==> config.mk <==
export PLATFORM = sky130hd
export DESIGN_NAME = shift_sequencer
export DESIGN_NICKNAME = d
export VERILOG_FILES = /design/src/rtl/shift_seq_pkg.sv /design/src/rtl/shift_tick_gen.sv /design/src/rtl/shift_sequencer.sv
export SDC_FILE = /design/constraint.sdc
export NUM_CORES = 1
export LEC_CHECK = 0
export CAP_MARGIN = 25
export CORE_AREA = 2 2 39 41
export CTS_CLUSTER_SIZE = 12
export DETAILED_ROUTE_END_ITERATION = 10
export DIE_AREA = 0 0 41 43
export DONT_BUFFER_PORTS = 1
export HOLD_SLACK_MARGIN = 0.03
export PLACE_DENSITY = 0.52
export SKIP_CTS_REPAIR_TIMING = 1
export SYNTH_ARGS = -nofsm -noshare
export SYNTH_HDL_FRONTEND = slang
export SYNTH_SLANG_ARGS = --single-unit
==> constraint.sdc <==
create_clock -name i_clk -period 3.4 [get_ports i_clk]
set_clock_uncertainty 0.1 [all_clocks]
set_input_delay 0.68 -clock i_clk [delete_from_list [all_inputs] [get_ports i_clk]]
set_output_delay 0.68 -clock i_clk [all_outputs]
set_load 0.01 [all_outputs]
==> src/rtl/shift_seq_pkg.sv <==
// Shared types and helpers for the shift sequencer.
// The optional abort path is enabled by defining SHIFT_SEQ_ABORT_EN.
package shift_seq_pkg;

    typedef enum logic [1:0] {
        IDLE  = 2'd0,
        LOAD  = 2'd1,
        SHIFT = 2'd2,
        DONE  = 2'd3
    } seq_state_t;

    // Width of a counter that must hold the values 0..range-1.
    function automatic int cnt_width(input int range);
        return (range <= 2) ? 1 : $clog2(range);
    endfunction

endpackage

==> src/rtl/shift_tick_gen.sv <==
// Shift-rate divider: counts 0..DIV-1 while enabled and flags the last count.
// The clear input wins over the enable.
module shift_tick_gen
    import shift_seq_pkg::*;
#(
    parameter int DIV = 4
) (
    input  logic i_clk,
    input  logic i_reset,
    input  logic i_clr,
    input  logic i_en,
    output logic o_tick
);

    localparam int CW = cnt_width(DIV);
    localparam logic [CW-1:0] LAST = CW'(DIV - 1);

    logic [CW-1:0] r_count;
    logic          w_at_last;

    assign w_at_last = (r_count == LAST);
    assign o_tick    = i_en && w_at_last;

    always_ff @(posedge i_clk) begin
        if (i_reset || i_clr) begin
            r_count <= '0;
        end else if (i_en) begin
            r_count <= w_at_last ? '0 : r_count + CW'(1);
        end
    end

endmodule

==> src/rtl/shift_sequencer.sv <==
// Frames one N-bit serial transfer: a load strobe, N shift strobes DIV clocks apart, then done.
// Defining SHIFT_SEQ_ABORT_EN adds the i_abort input that cancels a frame in LOAD or SHIFT.
module shift_sequencer
    import shift_seq_pkg::*;
#(
    parameter  int N   = 8,
    parameter  int DIV = 4,
    localparam int BW  = $clog2(N)
) (
    input  logic          i_clk,
    input  logic          i_reset,
    input  logic          i_start,
`ifdef SHIFT_SEQ_ABORT_EN
    input  logic          i_abort,
`endif
    output logic          o_ready,
    output logic          o_load,
    output logic          o_shift,
    output logic [BW-1:0] o_bit_idx,
    output logic          o_done,
    output seq_state_t    o_state
);

    // Handshake: i_start acts as valid; a frame is accepted on a clock edge where
    // i_start && o_ready. o_ready is a pure decode of IDLE, so nothing is queued.

    localparam logic [BW-1:0] LAST_IDX = BW'(N - 1);

    seq_state_t    r_state;
    seq_state_t    w_next;
    logic [BW-1:0] r_bit_idx;
    logic [BW-1:0] w_bit_idx_next;
    logic          w_tick;
    logic          w_tick_en;
    logic          w_tick_clr;

    assign w_tick_en = (r_state == SHIFT);

`ifdef SHIFT_SEQ_ABORT_EN
    logic w_abort_hit;
    assign w_abort_hit = i_abort && ((r_state == LOAD) || (r_state == SHIFT));
    assign w_tick_clr  = (r_state == LOAD) || w_abort_hit;
`else
    assign w_tick_clr  = (r_state == LOAD);
`endif

    shift_tick_gen #(
        .DIV (DIV)
    ) u_tick_gen (
        .i_clk   (i_clk),
        .i_reset (i_reset),
        .i_clr   (w_tick_clr),
        .i_en    (w_tick_en),
        .o_tick  (w_tick)
    );

    always_comb begin
        w_next         = r_state;
        w_bit_idx_next = r_bit_idx;
        o_ready        = 1'b0;
        o_load         = 1'b0;
        o_shift        = 1'b0;
        o_done         = 1'b0;
        case (r_state)
            IDLE: begin
                o_ready = 1'b1;
                if (i_start) begin
                    w_next = LOAD;
                end
            end
            LOAD: begin
                o_load         = 1'b1;
                w_bit_idx_next = '0;
                w_next         = SHIFT;
            end
            SHIFT: begin
                if (w_tick) begin
                    o_shift = 1'b1;
                    // The last bit leaves the index at N-1 so it never wraps.
                    if (r_bit_idx == LAST_IDX) begin
                        w_next = DONE;
                    end else begin
                        w_bit_idx_next = r_bit_idx + BW'(1);
                    end
                end
            end
            DONE: begin
                o_done = 1'b1;
                w_next = IDLE;
            end
            default: begin
                w_next = IDLE;
            end
        endcase
`ifdef SHIFT_SEQ_ABORT_EN
        if (w_abort_hit) begin
            o_shift        = 1'b0;
            o_done         = 1'b0;
            w_bit_idx_next = '0;
            w_next         = IDLE;
        end
`endif
    end

    always_ff @(posedge i_clk) begin
        if (i_reset) begin
            r_state   <= IDLE;
            r_bit_idx <= '0;
        end else begin
            r_state   <= w_next;
            r_bit_idx <= w_bit_idx_next;
        end
    end

    assign o_bit_idx = r_bit_idx;
    assign o_state   = r_state;

endmodule

# --- Word level (Yosys, flattened, before mapping) ---
# Index checks and enable logic that the tools add are counted.
word_totals:
  regBits: 7
  output_inout_bits: 9
  word_cells: 33
classes:
  add_sub_neg: 2
  n_eq_ne: 9
  muxes: 13
  n_reduce_logical: 6
op_table:
  columns: ["cell", "n"]
  rows:
  - ["2-to-1 mux 2 bit", 4]
  - ["!= test 2 bit, second input constant", 4]
  - ["case mux 2 bit (4 select lines)", 1]
  - ["== test 2 bit, second input constant", 3]
  - ["2-to-1 mux 3 bit", 2]
  - ["case mux 3 bit (2 select lines)", 1]
  - ["AND reduction 3 bit", 2]
  - ["2-to-1 mux 1 bit", 5]
  - ["adder 3 x 1 -> 3 bit, second input constant", 1]
  - ["== test 3 bit, second input constant", 1]
  - ["adder 2 x 1 -> 2 bit, second input constant", 1]
  - ["== test 2 x 1 -> 1 bit, second input constant", 1]
  - ["logical NOT 2 bit", 1]
  - ["nonzero test 2 bit", 1]
  - ["logical AND 1 bit", 1]
  - ["logical OR 1 bit", 1]

# --- Logic depth before layout (Yosys ltp) ---
# Gate-level depths: netlist of the first run.
logic_depth:
  depth_word: 4
  mapped_depth: 5
  depth_no_buf: 5

# --- By module ---
# From an unflattened synthesis of the first run, not the netlist that was laid out.
hier_totals:
  cells_unflattened: 48
  area_unflattened_um2: 464.2
by_module_without_submodules:
  columns: ["mod", "instances", "cells_each", "area_each_um2"]
  rows:
  - ["shift_sequencer", 1, 39, 362.8]
  - ["shift_tick_gen", 1, 9, 101.3]

# --- Least setup slack after synthesis of the first run ---
# Ideal clock, no wire load.
synth_timing:
  path_type: "reg2out"
  start: "register r_state[0], in the netlist o_state[0]"
  end: "output port o_shift"
  arrival_ns: 1.021
  t_required_ns: 2.620
  path_slack_ns: 1.599
  path_stages_with_launch: 4
  path_cell_list: "dfxtp_1 > inv_1 > ha_1 > and2_2"
synth_between:
  elab_chain_len: 4
synth_rtl:
  columns: ["element", "line_no", "rtl"]
  rows:
  - ["start: declaration", "shift_sequencer.sv:29", "seq_state_t r_state;"]
  - ["start signal: assignment", "shift_sequencer.sv:110", "r_state <= w_next;"]
  - ["== test 2 bit (*)", "shift_sequencer.sv:37, shift_sequencer.sv:64", null]
  - ["logical AND 1 bit", "shift_tick_gen.sv:22", "assign o_tick = i_en && w_at_last;"]
  - ["2-to-1 mux 1 bit", "shift_sequencer.sv:77", "if (w_tick) begin"]
  - ["2-to-1 mux 1 bit (*)", "shift_sequencer.sv:64", "case (r_state)"]
  - ["end: declaration", "shift_sequencer.sv:18", "output logic o_shift,"]
# Every way passes the cells marked *; elsewhere a longest branch is shown, timed or not.

# --- Worst setup path in the final report of the first run ---
# Ends and elaborated chain as after synthesis.

==> reports/summary.txt, run 1 <==
crit-path leading delay family = flip-flops
Remaining Overflow, GRT = 0
Avg Inst Size Synth = 9.704 um^2
io pins = 12
Initial Utilization = 31.56%
sequential share of power = 36.1%
via count = 335
Leakage = 0.2459 nW
Post-DP HPWL = 617.4 um
pre-CTS setup slack = 1523 ps
CTS H-Tree Depth = 1
NumNets Final = 61
layout cells sized above 1 = 12.24%
Hold Fails Final Rpt = 0
Pre-Repair DR Iteration Count = 3
1st-iter DRT viols = 8
vias in the first global route = 332
Sw Ratio = 41.16%
status = finished, final reports clean
Mapped Area = 436.7 um^2
Syn Nets = 56
Global Route Usage Sum = 12.25%
worst-margin pin slew = 279.3 ps
area leader, netlist = dfxtp_1
Slew HR = 81.36%
RSZ-0062 raised after global routing = no
Int Pwr = 0.0001986 W
final WL = 812 um
Clock Pin Slew Worst Setup and Hold Paths = 50 ps
CP Buf/Inv Count = 1
Crit Path Category = reg2out
clk sinks = 7
FMAX = 469.5 MHz
first-pass GRT wire length = 1400 um
Comb pwr share = 41.2%
setup TNS = 0 ps
proportion of synthesized chip area in sequential cells = 32.09%
Clock Path Buffers = 2
Die W = 41 um
Final period util = 62.64%
fin. max-slew vios = 0
drc violations = 0
critical path fanouts, max = 6
commonest non-fill, non-tap cell in the layout = ha_1
final worst path period need = 2130 ps
wire per inst = 12.49 um
CTS tree = yes
I/O Buffers = 0
FILL cells = 149
DR vias/cell = 5.154
DRT antenna net count = 0
Req. time, crit path = 2620 ps
final worst slack = 1270 ps
clock share of power = 22.6%
Hold Crit Class = in2reg
top sig layer = met3
Crit-path slowest cell = dfxtp_1
type of origin of the critical path = flop
Max-Cap Viols = 0
Psw = 0.0001389 W
final core utilization = 34.90%
# setup viols final = 0
Synth top area share = 32.09%
core area = 1384 um^2
clk root buf = clkbuf_4
total CTS buffers = 3
synthesized instance count = 45
maximum VDD drop = 0.3203 mV
Placement Rows = 14
most frequent cells in the layout = 8 x ha_1, 7 x dfxtp_1, 5 x inv_1
pin count of the biggest net entering global routing = 8
global placement routability congestion = 0.7409
met1 WL = 367 um
met2 WL post-DR = 418 um
synth warn = 0
initial antenna violation count = 0
flops & latches, synth = 7
CP max stage delay = 440 ps
CP Cell Sequence = inv_1, ha_1, and2_2
top area cells in the synthesized netlist = dfxtp_1 32%, ha_1 23%, mux2i_1 6.9%
Worst setup EP type = output pin
area grow syn2layout = 10.60%
Pwr Density = 698.7 nW/um^2
Synth cell types = 19
# diodes = 0
die height = 43 um
die area = 1763 um^2
Arr. time, crit path = 1350 ps
latest clock arrival within the worst-skew pair = 250 ps
met3 wire length = 27 um
==> final timing paths <==
path,endpoint,slack [ps],cells after the start,from
max,o_shift,1270,3,o_state[0]$_SDFFE_PP0P_
min,o_bit_idx[0]$_SDFFE_PP0P_,390,1,i_reset
min reg2reg,u_tick_gen.r_count[1]$_SDFFE_PP0N_,420,2,u_tick_gen.r_count[1]$_SDFFE_PP0N_
max reg2reg,o_bit_idx[0]$_SDFFE_PP0P_,1680,5,o_state[0]$_SDFFE_PP0P_
==> logic make-up after synthesis <==
group / after synthesis / share of synthesized area, %
fa+ha+maj: 8 / 22.92
buf+inv: 5 / 4.298
simple gates: 13 / 18.05
compound gates: 9 / 15.76
flops: 7 / 32.09
mux: 3 / 6.877
==> final cells by class <==
class	count	area [um^2]	area share, %
multi-input cells	33	277.8	57.51
inverters	5	18.77	3.886
flip-flops and latches	7	140.1	29.02
clock buffers	4	26.28	5.440
well taps	16	20.02	4.145
==> power groups by stage <==
stage | combinational [W] | clock, W | sequential (W)
final | 0.000139 | 0.0000764 | 0.000122
after floorplan | 0.000117 | 0 | 0.000119
after CTS | 0.000141 | 0.0000817 | 0.000123
after detailed placement | 0.000140 | 0 | 0.000124
after global placement | 0.000141 | 0 | 0.000123
after global routing | 0.000156 | 0.0000886 | 0.000126
==> Yosys cell counts, drive strengths merged <==
library cell	count
nor2	1
o221a	1
nand2b	2
a21oi	2
nor3	2
ha	8
nand3	2
mux2i	3
a21o	1
a31oi	1
a211o	1
nand3b	1
a41o	1
inv	5
and2	1
o21a	1
dfxtp	7
a211oi	1
nand2	4
==> layer usage <==
metal | up-vias | GRT usage [%]
met5 | - | 0
met4 | 0 | 10.00
met3 | 0 | 3.665
met2 | 5 | 16.56
met1 | 163 | 15.11
li1 | 167 | -
==> per-stage QoR <==
step / hold slack (ps) / cells / total power (W) / cell area, um^2
after global routing: 380.6 / 65 / 0.0003708 / 483.0
after floorplan: 397.1 / 45 / 0.0002362 / 436.7
final: 392.5 / 65 / 0.0003374 / 483.0
after detailed placement: 421.1 / 61 / 0.0002647 / 456.7
after CTS: 381.1 / 65 / 0.0003457 / 483.0
after global placement: 418.7 / 61 / 0.0002642 / 456.7
==> sequential cells by signal (all words and copies together) (netlist names) <==
name	flops
o_bit_idx	3
u_tick_gen.r_count	2
o_state	2
Power figures use the tool's default switching activity.
==> run 2, diff against run 1 <==
PLACE_DENSITY = 0.53   (was 0.52)
clock period = 1.9 ns   (was 3.4 ns; I/O delays follow)
==> reports/summary.txt, run 2 (synthesized netlist as in run 1, its figures left out) <==
first-pass GRT wire length = 1449 um (+3.5%)
maximum VDD drop = 0.5618 mV (+75%)
Global Route Usage Sum = 12.37% (+0.13 points)
Initial Utilization = 31.56% (unchanged)
die height = 43 um (unchanged)
DP Cell Count = 62 (+1.6%)
Final period util = 90.66%
Crit Path Category = reg2out
core area = 1384 um^2 (unchanged)
reg2reg end = o_bit_idx[2]$_SDFFE_PP0P_
area occupied by multi-input gates = 280.3 um^2 (+0.90%)
io pins = 12 (unchanged)
status = finished, final reports clean
Hold Fails Final Rpt = 0 (unchanged)
setup TNS = 0 ps (unchanged)
vias in the first global route = 332 (unchanged)
type of origin of the critical path = flop
Leakage = 0.2495 nW (+1.4%)
total CTS buffers = 3 (unchanged)
CTS H-Tree Depth = 1 (unchanged)
Req. time, crit path = 1420 ps (-1200 ps)
NumNets Final = 62 (+1.6%)
Pre-Repair DR Iteration Count = 2 (-1)
critical path fanouts, max = 6 (unchanged)
RSZ-0062 raised after global routing = no
hold path start = i_reset
FMAX = 580.6 MHz
hold path depth = 1 (unchanged)
Placement Rows = 14 (unchanged)
Comb pwr share = 44.9% (+3.7 points)
Register-to-Register Path Depth = 5 (unchanged)
final worst slack = 177.5 ps (-1093 ps)
Post-DP HPWL = 647 um (+4.8%)
1st-iter DRT viols = 4 (-4)
Pwr Density = 1265 nW/um^2 (+81%)
Arr. time, crit path = 1240 ps (-110 ps)
pin count of the biggest net entering global routing = 8 (unchanged)
clock share of power = 22.7% (about the same)
area grow syn2layout = 12.89%
R2R Setup Slk = 300 ps (-1380 ps)
Clock Path Buffers = 2 (unchanged)
clk root buf = clkbuf_4
wire per inst = 12.53 um (+0.30%)
I/O Buffers = 0 (unchanged)
final worst path period need = 1722 ps
RR Startpoint = o_state[1]$_SDFFE_PP0P_
Worst setup EP type = output pin
Int Pwr = 0.0003691 W (+86%)
via count = 340 (+1.5%)
Slew HR = 82.63% (+1.3 points)
FILL cells = 146 (-2.0%)
Die W = 41 um (unchanged)
worst-margin pin slew = 260.2 ps (-19.01 ps)
latest clock arrival within the worst-skew pair = 260 ps (about the same)
drc violations = 0 (unchanged)
clk sinks = 7 (unchanged)
fin. max-slew vios = 0 (unchanged)
post-route non-filler standard cell count = 66 (+1.5%)
# setup viols final = 0 (unchanged)
Psw = 0.0002546 W (+83%)
Sw Ratio = 40.82% (-0.33 points)
pre-CTS setup slack = 251.1 ps (-1272 ps)
final WL = 827 um (+1.8%)
Max-Cap Viols = 0 (unchanged)
layout cells sized above 1 = 16.00% (+3.8 points)
initial antenna violation count = 0 (unchanged)
Sequential cell area = 140.1 um^2 (unchanged)
flip-flop count of the largest register after layout = 3 (unchanged)
sequential share of power = 32.4% (-3.7 points)
CTS tree = yes
most frequent cells in the layout = 7 x ha_1, 7 x dfxtp_1, 5 x inv_1
DRT antenna net count = 0 (unchanged)
global placement routability congestion = 0.7312 (-1.3%)
Hold Crit Class = in2reg
Remaining Overflow, GRT = 0 (unchanged)
Overall Power = 0.0006237 W (+85%)
DR vias/cell = 5.152 (about the same)
Clock Pin Slew Worst Setup and Hold Paths = 50 ps (about the same)
# diodes = 0 (unchanged)
Hold Crit Endpoint = o_bit_idx[1]$_SDFFE_PP0P_
die area = 1763 um^2 (unchanged)
## run 2: changes by cell type in the layout (fill, tap and decap cells not counted), sizes merged
cell,previous run,this run
buf,0,1
## run 2: worst max-delay path: stages, from the launching register on
cell,delay [ps]
dfxtp_1,460
ha_2,330
and2_2,200
## run 2: power by group through the flow
stage               combinational (W)  sequential (W)  clock (W)
floorplan                    0.000209        0.000213          0
global placement             0.000279        0.000205          0
detailed placement           0.000281        0.000207          0
CTS                          0.000282        0.000203   0.000147
global route                 0.000318        0.000209   0.000153
finish                       0.000280        0.000202   0.000141
## run 2: worst max path at each step
stage | startpoint | endpoint | slack [ps] | depth (start not counted)
CTS | o_state[1]$_SDFFE_PP0P_ | o_shift | 70 | 2
global placement | o_state[1]$_SDFFE_PP0P_ | o_bit_idx[2]$_SDFFE_PP0P_ | 290 | 4
global route | o_state[1]$_SDFFE_PP0P_ | o_shift | 70 | 2
finish | o_state[1]$_SDFFE_PP0P_ | o_shift | 180 | 2
floorplan | o_state[0]$_SDFFE_PP0P_ | o_bit_idx[0]$_SDFFE_PP0P_ | 320 | 5
detailed placement | o_state[1]$_SDFFE_PP0P_ | o_bit_idx[2]$_SDFFE_PP0P_ | 250 | 4
## run 2: layout make-up
class	instances	area share, %
flip-flops and latches	7	28.43
multi-input cells	33	56.85
clock buffers	4	5.330
inverters	5	3.807
well taps	16	4.061
repair buffers	1	1.523
## run 2: metal layers
metal	global-route usage, %	share of wire [%]	vias up
met5	0	0	-
met4	10.00	2.5	0
met3	2.618	5.1	2
met2	17.81	48	8
met1	14.89	44	159
li1	-	-	171
## run 2: through the flow
stage	utilization, %	hold WS (ps)	cell area [um^2]
after floorplan	-	349.1	436.7
after global placement	33.54	352.8	464.2
after detailed placement	33.54	352.7	464.2
after CTS	35.44	76.49	490.5
after global routing	35.62	82.15	493.0
final	35.62	83.35	493.0
